<file path="src/rtl/uart_pkg.sv">
// Shared UART definitions: FSM state encodings and 8N1 frame constants,
// common to the transmitter and receiver.
package uart_pkg;

  typedef enum logic [2:0] {
    ST_IDLE    = 3'd0,
    ST_START   = 3'd1,
    ST_DATA    = 3'd2,
    ST_STOP    = 3'd3,
    ST_CLEANUP = 3'd4
  } uart_state_e;

  localparam int UART_DATA_BITS = 8;
  localparam int UART_STOP_BITS = 1;

endpackage

</file>
<file path="src/rtl/uart_tx_fifo.sv">
// Single-clock byte FIFO with first-word-fall-through head, so the
// transmitter can load dout on the same edge it pops.
module uart_tx_fifo #(
  parameter int FIFO_DEPTH = 4,
  parameter int WIDTH      = 8
) (
  input  logic                          clk,
  input  logic                          rst,
  input  logic                          push,
  input  logic                          pop,
  input  logic [WIDTH-1:0]              din,
  output logic [WIDTH-1:0]              dout,
  output logic                          full,
  output logic                          empty,
  output logic [$clog2(FIFO_DEPTH):0]   count
);

  localparam int AW    = $clog2(FIFO_DEPTH);
  localparam int CNT_W = AW + 1;
  localparam logic [CNT_W-1:0] DEPTH_C = CNT_W'(FIFO_DEPTH);

  logic [WIDTH-1:0] mem_q [FIFO_DEPTH];
  logic [AW-1:0]    wr_ptr_q, wr_ptr_d;
  logic [AW-1:0]    rd_ptr_q, rd_ptr_d;
  logic [CNT_W-1:0] count_q, count_d;
  logic             do_push, do_pop;

  assign full    = (count_q == DEPTH_C);
  assign empty   = (count_q == '0);
  assign count   = count_q;
  assign dout    = mem_q[rd_ptr_q];
  assign do_push = push && !full;
  assign do_pop  = pop && !empty;

  always_comb begin
    wr_ptr_d = wr_ptr_q;
    rd_ptr_d = rd_ptr_q;
    count_d  = count_q;
    if (do_push) wr_ptr_d = wr_ptr_q + 1'b1;
    if (do_pop)  rd_ptr_d = rd_ptr_q + 1'b1;
    case ({do_push, do_pop})
      2'b10:   count_d = count_q + 1'b1;
      2'b01:   count_d = count_q - 1'b1;
      default: count_d = count_q;
    endcase
  end

  always_ff @(posedge clk) begin
    if (rst) begin
      wr_ptr_q <= '0;
      rd_ptr_q <= '0;
      count_q  <= '0;
    end else begin
      wr_ptr_q <= wr_ptr_d;
      rd_ptr_q <= rd_ptr_d;
      count_q  <= count_d;
    end
  end

  // Storage needs no reset; the pointers and count define what is valid.
  always_ff @(posedge clk) begin
    if (do_push) mem_q[wr_ptr_q] <= din;
  end

endmodule

</file>
<file path="src/rtl/uart_tx_buf.sv">
// Buffered 8N1 UART transmitter: byte FIFO feeding a start/data/stop
// serialiser. All serial-side outputs are registered from the FSM state.
//
// state   | meaning
// --------+-----------------------------------------------
// IDLE    | line high; pop FIFO head into shifter if any
// START   | start bit (0) for CLKS_PER_BIT cycles
// DATA    | data bits 0..7, LSB first
// STOP    | stop bit (1) for CLKS_PER_BIT cycles
// CLEANUP | one cycle, raises the Done pulse
module uart_tx_buf
  import uart_pkg::*;
#(
  parameter int CLKS_PER_BIT = 104,
  parameter int FIFO_DEPTH   = 4
) (
  input  logic                        i_Clock,
  input  logic                        i_Rst,
  input  logic                        i_Tx_DV,
  input  logic [7:0]                  i_Tx_Byte,
  output logic                        o_Tx_Ready,
  output logic                        o_Tx_Serial,
  output logic                        o_Tx_Active,
  output logic                        o_Tx_Done,
  output logic [$clog2(FIFO_DEPTH):0] o_Fifo_Count
);

  localparam int CW = $clog2(CLKS_PER_BIT);
  localparam logic [CW-1:0] CNT_LAST = CW'(CLKS_PER_BIT - 1);
  localparam logic [2:0]    IDX_LAST = 3'(UART_DATA_BITS - 1);

  uart_state_e state_q, state_d;
  logic [CW-1:0] cnt_q, cnt_d;
  logic [2:0]    idx_q, idx_d;
  logic [7:0]    shift_q, shift_d;
  logic          serial_q, serial_d;
  logic          active_q, active_d;
  logic          done_q, done_d;

  logic          fifo_pop, fifo_full, fifo_empty;
  logic [7:0]    fifo_dout;

  uart_tx_fifo #(
    .FIFO_DEPTH (FIFO_DEPTH),
    .WIDTH      (8)
  ) u_fifo (
    .clk   (i_Clock),
    .rst   (i_Rst),
    .push  (i_Tx_DV),
    .pop   (fifo_pop),
    .din   (i_Tx_Byte),
    .dout  (fifo_dout),
    .full  (fifo_full),
    .empty (fifo_empty),
    .count (o_Fifo_Count)
  );

  always_ff @(posedge i_Clock) begin
    if (i_Rst) begin
      state_q  <= ST_IDLE;
      cnt_q    <= '0;
      idx_q    <= '0;
      shift_q  <= '0;
      serial_q <= 1'b1;
      active_q <= 1'b0;
      done_q   <= 1'b0;
    end else begin
      state_q  <= state_d;
      cnt_q    <= cnt_d;
      idx_q    <= idx_d;
      shift_q  <= shift_d;
      serial_q <= serial_d;
      active_q <= active_d;
      done_q   <= done_d;
    end
  end

  always_comb begin
    state_d  = state_q;
    cnt_d    = cnt_q;
    idx_d    = idx_q;
    shift_d  = shift_q;
    fifo_pop = 1'b0;
    case (state_q)
      ST_IDLE: begin
        if (!fifo_empty) begin
          fifo_pop = 1'b1;
          shift_d  = fifo_dout;
          cnt_d    = '0;
          idx_d    = '0;
          state_d  = ST_START;
        end
      end
      ST_START: begin
        if (cnt_q == CNT_LAST) begin
          cnt_d   = '0;
          state_d = ST_DATA;
        end else begin
          cnt_d = cnt_q + 1'b1;
        end
      end
      ST_DATA: begin
        if (cnt_q == CNT_LAST) begin
          cnt_d = '0;
          if (idx_q == IDX_LAST) begin
            idx_d   = '0;
            state_d = ST_STOP;
          end else begin
            idx_d = idx_q + 3'd1;
          end
        end else begin
          cnt_d = cnt_q + 1'b1;
        end
      end
      ST_STOP: begin
        if (cnt_q == CNT_LAST) begin
          cnt_d   = '0;
          state_d = ST_CLEANUP;
        end else begin
          cnt_d = cnt_q + 1'b1;
        end
      end
      ST_CLEANUP: state_d = ST_IDLE;
      default:    state_d = ST_IDLE;
    endcase
  end

  // Outputs lag the state by one cycle; frame timing is unchanged by the lag.
  always_comb begin
    serial_d = 1'b1;
    active_d = 1'b0;
    done_d   = 1'b0;
    case (state_q)
      ST_START: begin
        serial_d = 1'b0;
        active_d = 1'b1;
      end
      ST_DATA: begin
        serial_d = shift_q[idx_q];
        active_d = 1'b1;
      end
      ST_STOP:    active_d = 1'b1;
      ST_CLEANUP: done_d   = 1'b1;
      default: begin
        serial_d = 1'b1;
        active_d = 1'b0;
        done_d   = 1'b0;
      end
    endcase
  end

  assign o_Tx_Ready  = !fifo_full;
  assign o_Tx_Serial = serial_q;
  assign o_Tx_Active = active_q;
  assign o_Tx_Done   = done_q;

endmodule
</file>
<file path="config.mk">
export PLATFORM = sky130hd
export DESIGN_NAME = uart_tx_buf
export DESIGN_NICKNAME = d
export VERILOG_FILES = /design/src/rtl/uart_pkg.sv /design/src/rtl/uart_tx_fifo.sv /design/src/rtl/uart_tx_buf.sv
export SDC_FILE = /design/constraint.sdc
export NUM_CORES = 1
export LEC_CHECK = 0
export CAP_MARGIN = 40
export CORE_MARGIN = 5
export CORE_UTILIZATION = 40
export CTS_CLUSTER_SIZE = 10
export DETAILED_ROUTE_END_ITERATION = 12
export DONT_BUFFER_PORTS = 1
export PLACE_DENSITY = 0.57
export SETUP_SLACK_MARGIN = 0.5
export SYNTH_ARGS = -nofsm -noshare
export SYNTH_HDL_FRONTEND = slang
export SYNTH_HIERARCHICAL = 1
export SYNTH_SLANG_ARGS = --single-unit
export TNS_END_PERCENT = 10
</file>
<file path="constraint.sdc">
create_clock -name i_Clock -period 2.8 [get_ports i_Clock]
set_input_delay 0.56 -clock i_Clock [delete_from_list [all_inputs] [get_ports i_Clock]]
set_output_delay 0.56 -clock i_Clock [all_outputs]
set_load 0.1 [all_outputs]
</file>
======== Word-level counts from Yosys, hierarchy flattened ========
Memories as Yosys holds them, arrays and structs flattened. A register that Yosys moved wholly into a read port is not among the register bits.
Cells that the tools add are included.
operators by class
  reductions and logical operators ........ 14
  bitwise logic cells ..................... 1
  multipliers ............................. 0
  shift operators ......................... 0
  add/sub/neg operators ................... 6
  equal/unequal tests ..................... 14
  muxes and demuxes ....................... 23
  divide/modulo/power cells ............... 0
  order comparisons ....................... 1
operators by type and width
  cell                                                                    number
  3-bit two-way mux                                                       8
  7-bit two-way mux                                                       2
  7-bit case mux with 2 select lines                                      1
  3-bit case mux with 2 select lines                                      2
  3-bit case mux with 4 select lines                                      1
  2-bit inequality test (second input constant)                           5
  3-bit equality test (second input constant)                             3
  7-bit by 1-bit adder with 7-bit output (second input constant)          1
  7-bit equality test (second input constant)                             1
  1-bit two-way mux                                                       7
  3-bit by 1-bit adder with 3-bit output (second input constant)          2
  3-bit by 2-bit equality test with 1-bit output (second input constant)  2
  3-bit zero test                                                         2
  2-bit nonzero test                                                      3
  5-bit AND reduction                                                     1
  2-bit by 1-bit adder with 2-bit output (second input constant)          2
  3-bit by 4-bit < comparator with 1-bit output (second input constant)   1
  2-bit AND reduction                                                     2
  1-bit binary-select mux with 3-bit select                               1
  3-bit by 1-bit equality test with 1-bit output (second input constant)  1
  3-bit AND reduction                                                     1
  3-bit OR reduction                                                      1
  3-bit by 1-bit subtractor with 3-bit output (second input constant)     1
  2-bit by 1-bit equality test with 1-bit output (second input constant)  1
  5 further kinds                                                         7
storage, ports and cells
  memory bits (read-only) ................. 0
  output and inout bits ................... 7
  memories kept ........................... 1
  register bits ........................... 23
  word-level logic and storage cells ...... 69
  latch bits .............................. 0
  RAM bits ................................ 32
memory list
  name          words  bits a word  rd ports  clocked after Yosys merged registers in  wr ports  line                RTL
  u_fifo.mem_q  4      8            1         1                                        1         uart_tx_fifo.sv:22  logic [WIDTH-1:0] mem_q [FIFO_DEPTH];

======== Depth between registers and ports, before layout ========
  depth after elaboration ................. 6
  mapped depth ............................ 12

======== By module ========
Netlist, hierarchy kept.
modules (own cells, without submodules)
  module        times used  area an instance (um2)  seq. area each (um2)  cells each
  uart_tx_fifo  1           1,635.3                 1,141.1               96
  uart_tx_buf   1           1,102.3                 480.5                 127

======== Worst setup path before layout ========
OpenSTA, ideal clock, no wires.
  path type ............................... register -> register
  start ................................... register u_fifo.count_q[1] (netlist: u_fifo/count[1])
  end ..................................... register u_fifo.count_q[2] (netlist: u_fifo/count[2])
  clock period less this slack ............ 3.265 ns
  data required time ...................... 2.730 ns
  arrival ................................. 3.195 ns
  path slack .............................. -0.465 ns
  stages on the path, launching flop included .. 13
  cell sequence ........................... dfxtp_1 nor3_2 or4_4 clkinv_2 buf_4 o31ai_2 inv_1 ha_1 inv_1 fa_1 xor2_1 or3_1 a21oi_1
between the ends
  longest elaborated chain between the ends .. 6
  elaborated cells on any way between the ends .. 14
  classes of those cells .................. add/sub: 2; eq/ne: 3; mux: 3; reduce/logical: 6
ends and longest elaborated chain
  item                                                                                          line                RTL
  from (decl)                                                                                   uart_tx_fifo.sv:25  logic [CNT_W-1:0] count_q, count_d;
  from (signal assigned)                                                                        uart_tx_fifo.sv:56  count_q <= count_d;
  3-bit zero test *                                                                             uart_tx_fifo.sv:29  assign empty = (count_q == '0);
  via fifo_empty                                                                                uart_tx_buf.sv:40   logic fifo_pop, fifo_full, fifo_empty;
  1-bit two-way mux *                                                                           uart_tx_buf.sv:86   if (!fifo_empty) begin
  1-bit two-way mux *                                                                           uart_tx_buf.sv:84   case (state_q)
  via fifo_pop                                                                                  uart_tx_buf.sv:40
  1-bit logical AND *                                                                           uart_tx_fifo.sv:33  assign do_pop = pop && !empty;
  via u_fifo.do_pop                                                                             uart_tx_fifo.sv:26  logic do_push, do_pop;
  2-bit by 1-bit equality test with 1-bit output / 2-bit equality test (equally long branches)  uart_tx_fifo.sv:41  case ({do_push, do_pop})
  3-bit case mux with 2 select lines / 2-bit nonzero test (equally long branches)               n/a
The timed path passes the listed nets; every way through them passes the cells marked *.
A chain may end at the register's enable or synchronous reset.

======== Worst setup path after layout ========
  start ................................... register state_q[1]
  end ..................................... register u_fifo.count_q[2] (netlist: u_fifo/count[2])
between the ends
  longest elaborated chain between the ends .. 5
  elaborated cells on any way between the ends .. 7
  classes of those cells .................. eq/ne: 2; mux: 2; reduce/logical: 3
ends and longest elaborated chain
  item                                                                                          line                RTL
  from (decl)                                                                                   uart_tx_buf.sv:32   uart_state_e state_q, state_d;
  from (signal assigned)                                                                        uart_tx_buf.sv:68   state_q <= state_d;
  3-bit zero test *                                                                             uart_tx_buf.sv:84
  1-bit two-way mux *                                                                           uart_tx_buf.sv:84
  1-bit logical AND *                                                                           uart_tx_fifo.sv:33
  via u_fifo.do_pop                                                                             uart_tx_fifo.sv:26
  2-bit by 1-bit equality test with 1-bit output / 2-bit equality test (equally long branches)  uart_tx_fifo.sv:41
  3-bit case mux with 2 select lines / 2-bit nonzero test (equally long branches)               n/a
Marked as above.

==> results.sh <==
export IMPL_status="complete, no violations"
export IMPL_cts_root_buf="clkbuf_8"
export IMPL_cts_buffers=9
export IMPL_synth_top_area_cell="edfxtp_1"
export IMPL_synth_edf_count=32
export IMPL_cellLeakagePower_nw=1.09
export IMPL_clock_fmax_mhz=435
export IMPL_hold_violations=0
export IMPL_synth_distinct_cells=44
export IMPL_grt_pass1_vias=1689
export IMPL_track_usage=0.128
export IMPL_worst_path_max_fanout=2
export IMPL_post_route_period_util=0.822
export IMPL_async_reset_ff_frac=0
export IMPL_cts_tree="yes"
export IMPL_clkTransAtPathRegs_ns=0.08
export IMPL_clock_sinks=65
export IMPL_final_setup_tns_ns=0
export IMPL_h_tree_depth=3
export IMPL_syn_nets=243
export IMPL_synth_avg_cell_area_um2=12.3
export IMPL_die_x_um=92.7
export IMPL_tightest_slew_ns=0.538
export IMPL_ys_seq_area_frac=0.592
export IMPL_finish_utilization=0.467
export IMPL_drt_iter0_markers=102
export IMPL_clockBufferDepth=2
export IMPL_vias_per_cell=5.12
export IMPL_synthMostInstantiatedCell="dfxtp_1"
export IMPL_grt_pass1_wl_um=8450
export IMPL_cpMostUsedCell="inv_1"
export IMPL_hold_ws_ns=0.271
export IMPL_worst_path_max_delay_cell="or4_4"
export IMPL_final_cell_area_um2=3140
export IMPL_drive_gt1_frac=0.230
export IMPL_synth_common_cells="33 x dfxtp_1, 32 x edfxtp_1, 23 x nand2_1"
export IMPL_wl_per_cell_um=14.8
export IMPL_path_delay_family="simple AND/OR/NAND/NOR gates"
export IMPL_num_vias=1658
export IMPL_peakVddDrop_mv=0.616
export IMPL_crit_path_max_incr_delay_ns=0.54
export IMPL_drt_first_pass_iters=4
export IMPL_placed_cells=302
export IMPL_cap_violations=0
export IMPL_grt_ovfl_total=0
export IMPL_portBuffers=0
export IMPL_synth_top_cell_area_share=0.351
export IMPL_slew_headroom=0.641
export IMPL_coreArea_um2=6720
export IMPL_clkLatencyLatePin_ns=0.34
export IMPL_die_height_um=92.7
export IMPL_end_kind="flip-flop"
export IMPL_antenna_found_initial=0
export IMPL_pin_count=18
export IMPL_worstSetupPathType="flip-flop to flip-flop"
export IMPL_yosysWarningCount=6
export IMPL_finalNonFillerCells=324
export IMPL_crit_path_cell_trace="or4_4, clkinv_2, o31ai_2, inv_1, ha_2, inv_1, fa_2, xor2_1, or3_1, a21oi_2"
export IMPL_min_path_type="primary input to flip-flop"
export IMPL_totalPowerFinal_mw=2.95
export IMPL_drcViolationCount=0
export IMPL_dpl_hpwl_um=3230
export IMPL_gp_congestion=0.730
export IMPL_synth_ff_type="dfxtp_1"
export IMPL_arrival_ns=2.57
export IMPL_final_min_clock_period_ns=2.30
export IMPL_ys_seq_elements=65
export IMPL_ctsHoldBuffers=0
export IMPL_critPathRequiredTime_ns=3.07
export IMPL_place_ws_ns=0.232
export IMPL_rsz0062_at_grt="yes"
export IMPL_num_fill_cells=614
export IMPL_initial_core_util=0.407
export IMPL_powerDensity_nw_per_um2=939
export IMPL_grt_max_degree=29
export IMPL_worstSetupStartpointType="flip-flop"
export IMPL_netlist_top_cells_area="edfxtp_1 35%, dfxtp_1 24%, mux4_2 7.4%"
export IMPL_setup_slack_ns=0.499
export IMPL_setup_viol=0
export IMPL_skew_ns=0.0117
export IMPL_synthesis_area_um2=2740
export IMPL_synth_cells=223
export IMPL_antenna_cells=0
export IMPL_drt_wl_total_um=4790
export IMPL_area_growth_pct=14.7
export IMPL_nets=259
export IMPL_postPlaceCellArea_um2=2890
export IMPL_slew_violations=0
export IMPL_dieArea_um2=8600
export IMPL_cp_num_buf_inv=3
export IMPL_ant_nets=0
export IMPL_rows=30
[cell usage in the layout (no fill, tap or decap), types with 3 or more instances in the layout]
| cell | count |
|---|---|
| dfxtp_4 | 4 |
| a21oi_1 | 16 |
| inv_1 | 9 |
| mux4_2 | 9 |
| buf_8 | 3 |
| edfxtp_1 | 32 |
| inv_6 | 3 |
| ha_1 | 7 |
| buf_4 | 12 |
| nand2b_1 | 3 |
| mux2i_1 | 3 |
| nor3_1 | 4 |
| or3_1 | 4 |
| nand2_1 | 23 |
| clkbuf_8 | 9 |
| xnor2_1 | 3 |
| nand3_1 | 6 |
| xor2_1 | 6 |
| and2_1 | 4 |
| dfxtp_1 | 29 |
| o21ai_0 | 4 |
| nor2_1 | 17 |
[layer usage]
layer | up-vias | part of all wire | global-route usage
met5 | - | 0 | 0
met4 | 0 | 0.014 | 0.0476
met3 | 9 | 0.041 | 0.0552
met2 | 31 | 0.48 | 0.201
met1 | 785 | 0.46 | 0.158
li1 | 833 | - | -
[worst reg2reg max path: cells and delay by family (launching register included)]
family | cells | cell delay, ns
compound gates | 2 | 0.19
xor+xnor | 1 | 0.16
fa+ha+maj | 2 | 0.50
buf+inv | 3 | 0.19
flops | 1 | 0.32
simple gates | 2 | 0.87
[logic make-up after synthesis]
family / Yosys count / share of synthesized area
AOI/OAI and AO/OA: 29 / 0.0640
DFF: 65 / 0.592
muxes: 12 / 0.0850
adders and majority gates: 9 / 0.0439
buffers and inverters: 21 / 0.0370
xor gates and xnor gates: 9 / 0.0288
and+or+nand+nor: 78 / 0.149
[final cells by class]
type	instances	area [um2]	share of cell area
Clock inverter	7	58.8	0.0187
Clock buffer	9	124	0.0394
Sequential cell	65	1640	0.521
Tap cell	80	100	0.0319
Inverter	10	38.8	0.0124
Multi-Input combinational cell	137	1040	0.330
Timing Repair Buffer	16	146	0.0466
[flip-flops by register name (all words and copies together), names as in the netlist, named ones only]
register and count:
o_Tx_Active 1, u_fifo/count 3, u_fifo/wr_ptr_q 2, idx_q 3, shift_q 8, u_fifo/mem_q 32, o_Tx_Serial 1, u_fifo/rd_ptr_q 2
o_Tx_Done 1, state_q 3, cnt_q 7
[report_power, final]
part / total [mW] / switching, mW / internal (mW) / leakage, nW
Clock: 0.729 / 0.393 / 0.336 / 0.0925
Sequential: 1.25 / 0.104 / 1.15 / 0.565
Combinational: 0.967 / 0.587 / 0.380 / 0.434
[timing repair]
| action | CTS | global route |
|---|---|---|
| pin swaps | 4 | 0 |
| buffers inserted | 5 | 1 |
| endpoints found under the setup margin | 1 | 2 |
| resized for setup | 5 | 2 |
[worst paths after layout]
| path | start | end | slack, ns | cells past startpoint |
|---|---|---|---|---|
| worst min-delay path | i_Rst | u_fifo/count[2] | 0.27 | 1 |
| worst min register to register | shift_q[4] | shift_q[4] | 0.45 | 2 |
| worst max-delay path | state_q[1] | u_fifo/count[2] | 0.50 | 10 |
| worst max register to register | state_q[1] | u_fifo/count[2] | 0.50 | 10 |
(Power assumes the default switching activity.)
